$ cat src/rtl/msrh_pkg.sv
// Shared types and helpers for the done-report arbiter: report payload, commit-ID age compare.
package msrh_pkg;

  localparam int unsigned CMT_ID_W       = 6;
  localparam int unsigned GRP_ID_W       = 4;
  localparam int unsigned EXC_W          = 5;
  localparam int unsigned DONE_ARB_DEPTH = 4;

  typedef logic [CMT_ID_W-1:0] cmt_id_t;

  typedef struct packed {
    cmt_id_t             cmt_id;
    logic [GRP_ID_W-1:0] grp_id;
    logic [EXC_W-1:0]    exc;
  } done_rpt_t;

  // True when a is younger than b; the MSB is the ROB wrap bit.
  function automatic logic id0_is_younger(cmt_id_t a, cmt_id_t b);
    logic [CMT_ID_W-2:0] a_idx;
    logic [CMT_ID_W-2:0] b_idx;
    a_idx = a[CMT_ID_W-2:0];
    b_idx = b[CMT_ID_W-2:0];
    if (a[CMT_ID_W-1] != b[CMT_ID_W-1]) return a_idx < b_idx;
    return a_idx > b_idx;
  endfunction

endpackage

$ cat src/rtl/msrh_done_rpt_fifo.sv
// Per-source done-report FIFO with a valid bit per entry so flushes can kill entries in place.
// Optional MSRH_DONE_ARB_PERF_EN exports the per-cycle flush-kill count.
module msrh_done_rpt_fifo
  import msrh_pkg::*;
#(
  parameter int unsigned DEPTH = DONE_ARB_DEPTH
) (
  input  logic      i_clk,
  input  logic      i_reset_n,
  input  logic      i_push,
  input  done_rpt_t i_push_data,
  input  logic      i_pop,
  input  logic      i_flush_valid,
  input  cmt_id_t   i_flush_cmt_id,
  output done_rpt_t o_head_data,
  output logic      o_head_live_c,
  output logic      o_ovf_c,
`ifdef MSRH_DONE_ARB_PERF_EN
  output logic [$clog2(DEPTH+2)-1:0] o_kill_cnt_c,
`endif
  output logic      o_almost_full
);

  localparam int unsigned PTR_W = $clog2(DEPTH);
  localparam int unsigned CNT_W = $clog2(DEPTH+1);
  localparam int unsigned KW    = $clog2(DEPTH+2);

  done_rpt_t        mem_q [DEPTH];
  logic [DEPTH-1:0] vld_q, vld_d;
  logic [PTR_W-1:0] wr_q, wr_d, rd_q, rd_d;
  logic [CNT_W-1:0] cnt_q, cnt_d;
  logic             afull_q;
  logic [DEPTH-1:0] kill_c;
  logic             empty_c, full_c, push_kill_c, push_c, pop_c;

  // Flush kills: buffered entries and the incoming push, when younger than the flush ID.
  always_comb begin : flush_kill
    kill_c = '0;
    for (int i = 0; i < DEPTH; i++) begin
      kill_c[i] = i_flush_valid & vld_q[i] & id0_is_younger(mem_q[i].cmt_id, i_flush_cmt_id);
    end
    push_kill_c = i_flush_valid & id0_is_younger(i_push_data.cmt_id, i_flush_cmt_id);
  end

  always_comb begin : ctrl
    empty_c       = (cnt_q == '0);
    full_c        = (cnt_q == CNT_W'(DEPTH));
    o_head_data   = mem_q[rd_q];
    o_head_live_c = !empty_c & vld_q[rd_q] & !kill_c[rd_q];
    // A dead head leaves on its own, one per cycle.
    pop_c         = !empty_c & (i_pop | !o_head_live_c);
    push_c        = i_push & !push_kill_c & !full_c;
    o_ovf_c       = i_push & !push_kill_c & full_c;
  end

  always_comb begin : next_state
    vld_d = vld_q & ~kill_c;
    rd_d  = rd_q;
    wr_d  = wr_q;
    if (pop_c) begin
      vld_d[rd_q] = 1'b0;
      rd_d        = rd_q + PTR_W'(1);
    end
    if (push_c) begin
      vld_d[wr_q] = 1'b1;
      wr_d        = wr_q + PTR_W'(1);
    end
    cnt_d = cnt_q + CNT_W'(push_c) - CNT_W'(pop_c);
  end

  always_ff @(posedge i_clk or negedge i_reset_n) begin
    if (!i_reset_n) begin
      for (int i = 0; i < DEPTH; i++) mem_q[i] <= '0;
      vld_q   <= '0;
      wr_q    <= '0;
      rd_q    <= '0;
      cnt_q   <= '0;
      afull_q <= 1'b0;
    end else begin
      if (push_c) mem_q[wr_q] <= i_push_data;
      vld_q   <= vld_d;
      wr_q    <= wr_d;
      rd_q    <= rd_d;
      cnt_q   <= cnt_d;
      afull_q <= (cnt_d >= CNT_W'(DEPTH-1));
    end
  end

  assign o_almost_full = afull_q;

`ifdef MSRH_DONE_ARB_PERF_EN
  always_comb begin : kill_count
    o_kill_cnt_c = '0;
    for (int i = 0; i < DEPTH; i++) o_kill_cnt_c = o_kill_cnt_c + KW'(kill_c[i]);
    o_kill_cnt_c = o_kill_cnt_c + KW'(i_push & push_kill_c);
  end
`endif

endmodule

$ cat src/rtl/msrh_done_rpt_arb.sv
// Round-robin arbiter merging per-source done reports into one registered ROB port.
// Optional MSRH_DONE_ARB_PERF_EN adds stall-cycle and flush-drop performance counters.
module msrh_done_rpt_arb
  import msrh_pkg::*;
#(
  parameter int unsigned SRC_NUM = 2,
  parameter int unsigned DEPTH   = DONE_ARB_DEPTH
) (
  input  logic                         i_clk,
  input  logic                         i_reset_n,
  input  logic [SRC_NUM-1:0]           i_src_valid,
  input  logic [SRC_NUM*CMT_ID_W-1:0]  i_src_cmt_id,
  input  logic [SRC_NUM*GRP_ID_W-1:0]  i_src_grp_id,
  input  logic [SRC_NUM*EXC_W-1:0]     i_src_exc,
  output logic [SRC_NUM-1:0]           o_src_stall,
  input  logic                         i_flush_valid,
  input  logic [CMT_ID_W-1:0]          i_flush_cmt_id,
  output logic                         o_rob_valid,
  input  logic                         i_rob_ready,
  output logic [CMT_ID_W-1:0]          o_rob_cmt_id,
  output logic [GRP_ID_W-1:0]          o_rob_grp_id,
  output logic [EXC_W-1:0]             o_rob_exc,
  output logic [SRC_NUM-1:0]           o_src_sel,
`ifdef MSRH_DONE_ARB_PERF_EN
  output logic [31:0]                  o_perf_stall_cycles,
  output logic [15:0]                  o_perf_flush_drops,
`endif
  output logic                         o_overflow
);

  localparam int unsigned SEL_W = (SRC_NUM > 1) ? $clog2(SRC_NUM) : 1;
  localparam int unsigned KW    = $clog2(DEPTH+2);

  done_rpt_t          src_rpt  [SRC_NUM];
  done_rpt_t          head_rpt [SRC_NUM];
  logic [SRC_NUM-1:0] head_live, pop_c, ovf_c;

  done_rpt_t          out_q, out_d;
  logic               out_vld_q, out_vld_d;
  logic [SRC_NUM-1:0] sel_q, sel_d;
  logic [SEL_W-1:0]   rr_q, rr_d;
  logic               ovf_q, ovf_d;

  logic               out_kill_c, load_en_c, grant_vld_c;
  logic [SEL_W-1:0]   grant_idx_c;

`ifdef MSRH_DONE_ARB_PERF_EN
  logic [KW-1:0]      fifo_kill [SRC_NUM];
`endif

  for (genvar g = 0; g < SRC_NUM; g++) begin : g_src
    assign src_rpt[g] = '{cmt_id: i_src_cmt_id[g*CMT_ID_W +: CMT_ID_W],
                          grp_id: i_src_grp_id[g*GRP_ID_W +: GRP_ID_W],
                          exc:    i_src_exc[g*EXC_W +: EXC_W]};

    msrh_done_rpt_fifo #(.DEPTH(DEPTH)) u_fifo (
      .i_clk          (i_clk),
      .i_reset_n      (i_reset_n),
      .i_push         (i_src_valid[g]),
      .i_push_data    (src_rpt[g]),
      .i_pop          (pop_c[g]),
      .i_flush_valid  (i_flush_valid),
      .i_flush_cmt_id (i_flush_cmt_id),
      .o_head_data    (head_rpt[g]),
      .o_head_live_c  (head_live[g]),
      .o_ovf_c        (ovf_c[g]),
`ifdef MSRH_DONE_ARB_PERF_EN
      .o_kill_cnt_c   (fifo_kill[g]),
`endif
      .o_almost_full  (o_src_stall[g])
    );
  end

  // Round-robin grant, searching upward from rr_q with wrap.
  always_comb begin : arb
    int unsigned idx;
    idx         = 0;
    out_kill_c  = i_flush_valid & out_vld_q & id0_is_younger(out_q.cmt_id, i_flush_cmt_id);
    load_en_c   = !out_vld_q | i_rob_ready | out_kill_c;
    grant_vld_c = 1'b0;
    grant_idx_c = '0;
    for (int unsigned k = 0; k < SRC_NUM; k++) begin
      idx = int'(rr_q) + k;
      if (idx >= SRC_NUM) idx = idx - SRC_NUM;
      if (!grant_vld_c && load_en_c && head_live[SEL_W'(idx)]) begin
        grant_vld_c = 1'b1;
        grant_idx_c = SEL_W'(idx);
      end
    end
    pop_c = grant_vld_c ? (SRC_NUM'(1) << grant_idx_c) : '0;
  end

  always_comb begin : out_next
    out_d     = out_q;
    out_vld_d = out_vld_q;
    sel_d     = sel_q;
    rr_d      = rr_q;
    ovf_d     = ovf_q | (|ovf_c);
    if (grant_vld_c) begin
      out_d     = head_rpt[grant_idx_c];
      out_vld_d = 1'b1;
      sel_d     = pop_c;
      rr_d      = (grant_idx_c == SEL_W'(SRC_NUM-1)) ? '0 : grant_idx_c + SEL_W'(1);
    end else if (load_en_c) begin
      out_vld_d = 1'b0;
      sel_d     = '0;
    end
  end

  always_ff @(posedge i_clk or negedge i_reset_n) begin
    if (!i_reset_n) begin
      out_q     <= '0;
      out_vld_q <= 1'b0;
      sel_q     <= '0;
      rr_q      <= '0;
      ovf_q     <= 1'b0;
    end else begin
      out_q     <= out_d;
      out_vld_q <= out_vld_d;
      sel_q     <= sel_d;
      rr_q      <= rr_d;
      ovf_q     <= ovf_d;
    end
  end

  assign o_rob_valid  = out_vld_q;
  assign o_rob_cmt_id = out_q.cmt_id;
  assign o_rob_grp_id = out_q.grp_id;
  assign o_rob_exc    = out_q.exc;
  assign o_src_sel    = sel_q;
  assign o_overflow   = ovf_q;

`ifdef MSRH_DONE_ARB_PERF_EN
  logic [31:0] stall_cyc_q, stall_cyc_d;
  logic [15:0] drop_q, drop_d, drop_sum_c;
  logic [16:0] drop_acc_c;

  // Saturating counters for back-pressured cycles and flush-dropped reports.
  always_comb begin : perf_next
    drop_sum_c = 16'(out_kill_c);
    for (int i = 0; i < SRC_NUM; i++) drop_sum_c = drop_sum_c + 16'(fifo_kill[i]);
    drop_acc_c  = {1'b0, drop_q} + {1'b0, drop_sum_c};
    drop_d      = drop_acc_c[16] ? '1 : drop_acc_c[15:0];
    stall_cyc_d = stall_cyc_q;
    if (out_vld_q && !i_rob_ready && (stall_cyc_q != '1)) stall_cyc_d = stall_cyc_q + 32'd1;
  end

  always_ff @(posedge i_clk or negedge i_reset_n) begin
    if (!i_reset_n) begin
      stall_cyc_q <= '0;
      drop_q      <= '0;
    end else begin
      stall_cyc_q <= stall_cyc_d;
      drop_q      <= drop_d;
    end
  end

  assign o_perf_stall_cycles = stall_cyc_q;
  assign o_perf_flush_drops  = drop_q;
`endif

endmodule

$ cat config.mk
export PLATFORM = sky130hd
export DESIGN_NAME = msrh_done_rpt_arb
export DESIGN_NICKNAME = d
export VERILOG_FILES = /design/src/rtl/msrh_pkg.sv /design/src/rtl/msrh_done_rpt_fifo.sv /design/src/rtl/msrh_done_rpt_arb.sv
export SDC_FILE = /design/constraint.sdc
export NUM_CORES = 1
export LEC_CHECK = 0
export BUFFER_PORTS_ARGS = -buffer_cell sky130_fd_sc_hd__buf_2
export CAP_MARGIN = 25
export CORE_MARGIN = 2
export CORE_UTILIZATION = 45
export CTS_BUF_LIST = sky130_fd_sc_hd__clkbuf_2 sky130_fd_sc_hd__clkbuf_4 sky130_fd_sc_hd__clkbuf_8
export DETAILED_ROUTE_END_ITERATION = 16
export PLACE_DENSITY = 0.71
export SYNTH_ARGS = -nofsm -noshare
export SYNTH_HDL_FRONTEND = slang
export SYNTH_SLANG_ARGS = --single-unit
$ cat constraint.sdc
create_clock -name i_clk -period 9.9 [get_ports i_clk]
set_input_delay 0.495 -clock i_clk [delete_from_list [all_inputs] [get_ports i_clk]]
set_output_delay 0.495 -clock i_clk [all_outputs]
set_load 0.005 [all_outputs]
==> summary.txt, run 1 <==
Placed design
  – Placed instance count: 1032
  – Dpl hpwl: 14.9 mm
  – Routability cong.: 0.892
  – Buffers on Ports: 62
  – Placed Instance Area: 9960 µm²

Clock tree
  – Clock tree sinks: 164
  – Post-cts repair resize count: 0
  – Hold buffers post-CTS: 0
  – Post-CTS Setup Inserts: 0
  – Skew-Pair Late Insertion Delay: 0.46 ns
  – H-tree levels: 4
  – TritonCTS buffer count: 17
  – Worst-case clock buffer depth: 2
  – Root Driver: clkbuf_8
  – Clk slew on worst S/H paths: 0.10 ns
  – CTS tree: yes

Logic synthesis
  – Post-synth top area share: 43.9%
  – Register area share after synthesis: 43.9%
  – Async SR Flop Fraction: 100%
  – Cell count after synthesis: 715
  – Largest area contributor in the netlist: dfrtp_1
  – Synth unique cells: 61
  – Top FF cell, synth: dfrtp_1
  – Synth area leaders: dfrtp_1 (44%), mux2_2 (17%), ha_1 (10%)
  – Yosys reg bits: 164
  – Mean Syn Cell Area: 13.1 µm²
  – Post-synth EDFFs: 0
  – Syn Nets: 834
  – Mapped Area: 9340 µm²
  – Synth warn: 0

Timing
  – Setup total negative slack: 0 ns
  – Slew headroom: 30.6%
  – Endpoints failing hold: 0
  – Final min period: 3.81 ns
  – Skew final: 0.0103 ns
  – WHS: 0.115 ns
  – Slew @ Worst Pin: 1.04 ns
  – Final Cycle Share: 38.5%
  – # setup viols final: 0
  – F_max: 263 MHz
  – Slew Limit Fails: 0
  – RSZ-0062 raised after global routing: false

Die
  – Initial Util: 46.0%
  – Die Wd: 148 µm
  – Die Y: 148 µm
  – Core ar.: 20300 µm²
  – Die ar.: 21900 µm²
  – Ports: 63
  – Cell row count: 52

Routing
  – Iter 0 DRT Violations: 370
  – Final Routed Wirelength: 20.4 mm
  – Residual DRC: 0
  – Final ANT Viol Nets: 0
  – DRT Pass-1 Iters: 4
  – Routed wire per std cell: 19.2 µm
  – Vias: 5939
  – Vias per cell: 5.58

Layout
  – # nets final: 900
  – Final core utilization: 51.3%
  – Layout cell share with drive strength beyond 1: 37.5%
  – Final Cell Area: 10400 µm²
  – Area grow syn2layout: 11.5%
  – Antenna diode count: 0
  – Non-filler cells, final: 1064

Global routing
  – Total Routing Usage GR: 20.2%
  – Vias in the first global route: 6298
  – Initial antenna violation count: 0
  – GRT overflow: 0
  – Global-route wire length before repair: 34.2 mm
  – Pin count of the biggest net entering global routing: 95

Hold path
  – Min-delay worst type: primary input to async pin

Power and ir drop
  – Worst VDD drop: 0.132 mV
  – Leak Pwr: 0.00482 µW
  – PD cells: 341 nW/µm²

Worst setup path
  – Worst r2r path cells: 14
  – FF-to-FF setup slack: 6.09 ns
  – WP data required: 10.26 ns
  – Reg-to-Reg End: g_src[1].u_fifo.o_almost_full$_DFF_PN0_
  – WS Path Type: register to register
  – Worst setup EP type: register
  – Setup crit start: g_src[1].u_fifo.rd_q[1]$_DFFE_PN0N_
  – CP arrival: 4.17 ns
  – Critical path fanouts, max: 21
  – CP startpoint kind: register
  – R2R Path Start: g_src[1].u_fifo.rd_q[1]$_DFFE_PN0N_

Job
  – Max cap viols: 0

Outcome
  – Status: finished clean
-- how the worst max path moves through the flow --
stage / to / slack (ns) / cells past startpoint
after floorplan: g_src[1].u_fifo.o_almost_full$_DFF_PN0_ / 6.17 / 16
after global placement: g_src[1].u_fifo.o_almost_full$_DFF_PN0_ / 5.77 / 17
after detailed placement: g_src[1].u_fifo.o_almost_full$_DFF_PN0_ / 5.71 / 17
after CTS: g_src[1].u_fifo.o_almost_full$_DFF_PN0_ / 6.09 / 14
after global routing: g_src[1].u_fifo.o_almost_full$_DFF_PN0_ / 5.85 / 14
final: g_src[1].u_fifo.o_almost_full$_DFF_PN0_ / 6.09 / 14
-- Yosys cell counts, drive strengths merged, types with 9 or more instances --
master,count
a21oi,22
buf,18
dfrtp,164
ha,75
inv,45
mux2,146
mux2i,16
mux4,32
nand2,23
nand3,17
nor2,12
o21ai,27
xnor2,11
xor2,9
-- power by group --
group,internal (µW),switching [µW]
clock,262,283
sequential,1020,267
combinational,966,759
total,2240,1310
-- per-stage QoR --
| step | total power, µW | setup slack, ns |
|---|---|---|
| 5_1_grt | 3830 | 5.85 |
| 3_5_place_dp | 3030 | 5.71 |
| 3_3_place_gp | 2970 | 5.77 |
| 2_1_floorplan | 2590 | 6.17 |
| 4_1_cts | 3570 | 6.09 |
| 6_report | 3550 | 6.09 |
-- placed cells by master, fill, tap and decap left out, types with 6 or more instances in the layout --
cell / n
mux2i_1: 16
buf_2: 61
clkbuf_8: 17
nand3_1: 16
inv_1: 45
xnor2_1: 11
and3_1: 6
mux2_2: 137
dfrtp_1: 164
ha_1: 75
a21o_1: 6
nand2_1: 22
a21oi_1: 20
mux4_2: 32
nor2_1: 12
buf_4: 7
nand4_1: 8
o21ai_0: 21
mux2_4: 7
xor2_1: 9
nor2b_1: 7
-- worst max-delay path: stages, from the launching register on --
cell and delay (ns):
dfrtp_1 1.01, mux4_2 0.37, nand2_2 0.09, nor2_1 0.13
o211ai_2 0.13, o221ai_4 0.31, a21bo_2 0.31, nand2_1 0.13
inv_1 0.06, ha_1 0.26, inv_1 0.04, ha_1 0.18
fa_1 0.38, xnor2_1 0.15, a21o_1 0.16
-- metal layers --
metal,vias up,GRT usage (%),share of wire (%)
li1,2781,-,-
met1,3025,27.5,46
met2,104,32.6,47
met3,29,4.33,4.2
met4,0,6.10,2.2
met5,-,0,0
-- sequential cells by signal, summed over array words and instances (netlist names), 4 cells and up --
name,count
o_rob_cmt_id,6
g_src.u_fifo.vld_q,8
g_src.u_fifo.rd_q,4
g_src.u_fifo.wr_q,4
o_rob_grp_id,4
g_src.u_fifo.mem_q,120
o_rob_exc,5
g_src.u_fifo.cnt_q,6
-- cell type report --
| cell class | instances | area (µm²) |
|---|---|---|
| Clock buffer | 17 | 234 |
| Tap cell | 270 | 338 |
| Clock inverter | 15 | 218 |
| Timing Repair Buffer | 73 | 429 |
| Sequential cell | 164 | 4100 |
| Multi-Input combinational cell | 480 | 4920 |
| Inverter | 45 | 169 |
| Fill cell | 1758 | 9890 |
-- cell families (layout without fill, tap and decap cells) --
logic type	after synthesis	after routing	share of synthesized area (%)
and+or+nand+nor	95	95	5.60
muxes	194	194	27.3
AOI/OAI and AO/OA	94	94	7.41
adders and majority gates	77	77	10.5
buffers and inverters	71	150	3.39
xor gates and xnor gates	20	20	1.88
DFF	164	164	43.9
Power figures use the tool's default switching activity.
==> run 2, diff against run 1 <==
- PLACE_DENSITY: 0.71 -> 0.74
- clock period: 9.9 -> 3.45 ns (I/O delays scaled with it)
==> run 2 against run 1 <==
- worst setup slack lost 6.0 ns
- highest routed layer unchanged
- cell area grew 7.6%
- critical path type unchanged
- global-route usage grew 0.26 points
==> summary.txt, run 2 (synthesis gave the netlist of run 1 again) <==
Outcome
  – Status: finished clean

Power and ir drop
  – PD cells: 963 nW/µm² (+180%)
  – Worst VDD drop: 0.380 mV (+190%)
  – Leak Pwr: 0.00513 µW (+6.5%)

Routing
  – Residual DRC: 0 (unchanged)
  – Vias per cell: 5.56 (-0.37%)
  – Iter 0 DRT Violations: 378 (+2.2%)
  – Final Routed Wirelength: 21.7 mm (+6.3%)
  – DRT Pass-1 Iters: 4 (unchanged)
  – Routed wire per std cell: 19.1 µm (-0.25%)
  – Final ANT Viol Nets: 0 (unchanged)
  – Vias: 6306 (+6.2%)

Die
  – Die ar.: 21900 µm² (unchanged)
  – Die Y: 148 µm (unchanged)
  – Die Wd: 148 µm (unchanged)
  – Initial Util: 46.0% (unchanged)
  – Cell row count: 52 (unchanged)
  – Core ar.: 20300 µm² (unchanged)
  – Ports: 63 (unchanged)

Clock tree
  – Worst-case clock buffer depth: 2 (unchanged)
  – Root Driver: clkbuf_8
  – H-tree levels: 4 (unchanged)
  – TritonCTS buffer count: 17 (unchanged)
  – Clock tree sinks: 164 (unchanged)
  – Clk slew on worst S/H paths: 0.10 ns (about the same)
  – CTS tree: yes
  – Skew-Pair Late Insertion Delay: 0.47 ns (about the same)

Timing
  – WHS: 0.0241 ns (-0.0910 ns)
  – # setup viols final: 0 (unchanged)
  – Endpoints failing hold: 0 (unchanged)
  – Final Cycle Share: 98.6% (+60 points)
  – Final min period: 3.40 ns (-0.405 ns)
  – Slew headroom: 40.0% (+9.4 points)
  – Skew final: 0.0122 ns (+0.00192 ns)
  – F_max: 294 MHz (+12%)
  – Slew Limit Fails: 0 (unchanged)
  – Slew @ Worst Pin: 0.900 ns (-0.142 ns)
  – Fin worst setup slack: 0.0475 ns (-6.05 ns)
  – RSZ-0062 raised after global routing: true

Worst setup path
  – Worst setup EP type: register
  – R2R Path Start: g_src[1].u_fifo.mem_q[12]$_DFFE_PN0P_
  – CP arrival: 3.77 ns (-0.40 ns)
  – WP data required: 3.82 ns (-6.44 ns)
  – WS Path Type: register to register
  – FF-to-FF setup slack: 0.05 ns (-6.05 ns)
  – Critical path fanouts, max: 3 (-86%)
  – Reg-to-Reg End: g_src[0].u_fifo.o_almost_full$_DFF_PN0_
  – CP startpoint kind: register
  – Worst r2r path cells: 13 (-1)

Global routing
  – Pin count of the biggest net entering global routing: 98 (+3.2%)
  – GRT overflow: 0 (unchanged)
  – Total Routing Usage GR: 20.4% (+0.26 points)
  – Initial antenna violation count: 1 (+1)
  – Global-route wire length before repair: 35.1 mm (+2.6%)
  – Vias in the first global route: 6636 (+5.4%)

Layout
  – Final Cell Area: 11200 µm² (+7.6%)
  – Most frequent cells in the layout: dfrtp_1 (164), mux2_2 (136), ha_1 (64), buf_2 (61), buf_4 (55)
  – Largest regs: g_src.u_fifo.mem_q x120, g_src.u_fifo.vld_q x8
  – Layout cell share with drive strength beyond 1: 43.6% (+6.0 points)
  – Sequential Area: 4100 µm² (unchanged)
  – Leading cell type in the layout, fill and taps excluded: dfrtp_1
  – Fill cells: 1700 (-3.3%)
  – Max FFs per register: 120 (unchanged)
  – Reg with most FFs: g_src.u_fifo.mem_q
  – Area grow syn2layout: 20.0%
  – Area of the multi-input gates: 5170 µm² (+5.0%)
  – # nets final: 969 (+7.7%)

Hold path
  – Hold path endpoint: g_src[0].u_fifo.mem_q[10]$_DFFE_PN0P_
  – Hold path depth: 2
  – Min-delay worst type: primary input to register
  – Hold path start: i_src_cmt_id[1]

Placed design
  – Dpl ws: -0.209 ns (-5.92 ns)
  – Dpl hpwl: 15.9 mm (+6.4%)
  – Buffers on Ports: 62 (unchanged)
  – Routability cong.: 0.907 (+1.7%)
  – Placed Instance Area: 10300 µm² (+3.5%)

Job
  – Max cap viols: 0 (unchanged)
[run 2: per-stage QoR]
stage               instances  utilization [%]  power [µW]  TNS (ns)
floorplan                 715                -        7420         0
detailed placement       1077             50.8        9000    -0.620
finish                   1134             55.2       10800         0
global placement         1077             50.8        8800    -0.153
CTS                      1131             54.0       10500         0
global route             1134             55.2       11600    -0.129
[run 2: cell type report]
cell class	count	share of cell area, %
multi-input combinational	480	46.1
sequential	164	36.6
timing repair buffer	142	9.01
tap	270	3.01
clock buffer	18	2.21
inverter	45	1.53
clock inverter	14	1.50
antenna	1	0.0223
[run 2: timing repair]
| item | 4_1_cts | 5_1_grt |
|---|---|---|
| pin swaps | 1 | 18 |
| setup endpoints to repair | 2 | 5 |
| gates cloned | 0 | 0 |
| endpoints found under the hold margin | 176 | 0 |
| resized for setup | 2 | 38 |
| setup buffers | 0 | 2 |
| hold buffers | 22 | 0 |
[run 2: critical path, stage by stage (launching register included)]
cell	delay (ns)
dfrtp_1	0.44
ha_4	0.29
nand4_1	0.15
o221ai_2	0.24
mux2_4	0.34
o2111ai_4	0.22
o221ai_4	0.15
a21o_4	0.26
a21boi_4	0.17
ha_4	0.23
inv_4	0.05
ha_4	0.12
fa_2	0.44
a21o_1	0.19
[run 2: where the power goes]
group | switching [µW] | leakage, µW | internal [µW]
sequential | 709 | 0.00195 | 2920
clock | 824 | 0.000201 | 629
combinational | 2490 | 0.00298 | 3210
[run 2: how the worst max path moves through the flow]
stage | from | endpoint | slack [ns]
finish | g_src[1].u_fifo.mem_q[12]$_DFFE_PN0P_ | g_src[0].u_fifo.o_almost_full$_DFF_PN0_ | 0.05
global route | g_src[1].u_fifo.mem_q[13]$_DFFE_PN0P_ | g_src[0].u_fifo.o_almost_full$_DFF_PN0_ | -0.08
CTS | g_src[1].u_fifo.mem_q[42]$_DFFE_PN0P_ | g_src[0].u_fifo.o_almost_full$_DFF_PN0_ | 0.02
detailed placement | i_flush_cmt_id[4] | g_src[0].u_fifo.o_almost_full$_DFF_PN0_ | -0.21
global placement | i_flush_cmt_id[4] | g_src[1].u_fifo.o_almost_full$_DFF_PN0_ | -0.08
floorplan | i_flush_cmt_id[3] | g_src[1].u_fifo.o_almost_full$_DFF_PN0_ | 0.04
[run 2: layer usage]
metal / GRT usage [%] / routed length, µm
met5: 0 / 0
met4: 7.57 / 521
met3: 3.87 / 828
met2: 33.1 / 10600
met1: 27.5 / 9770
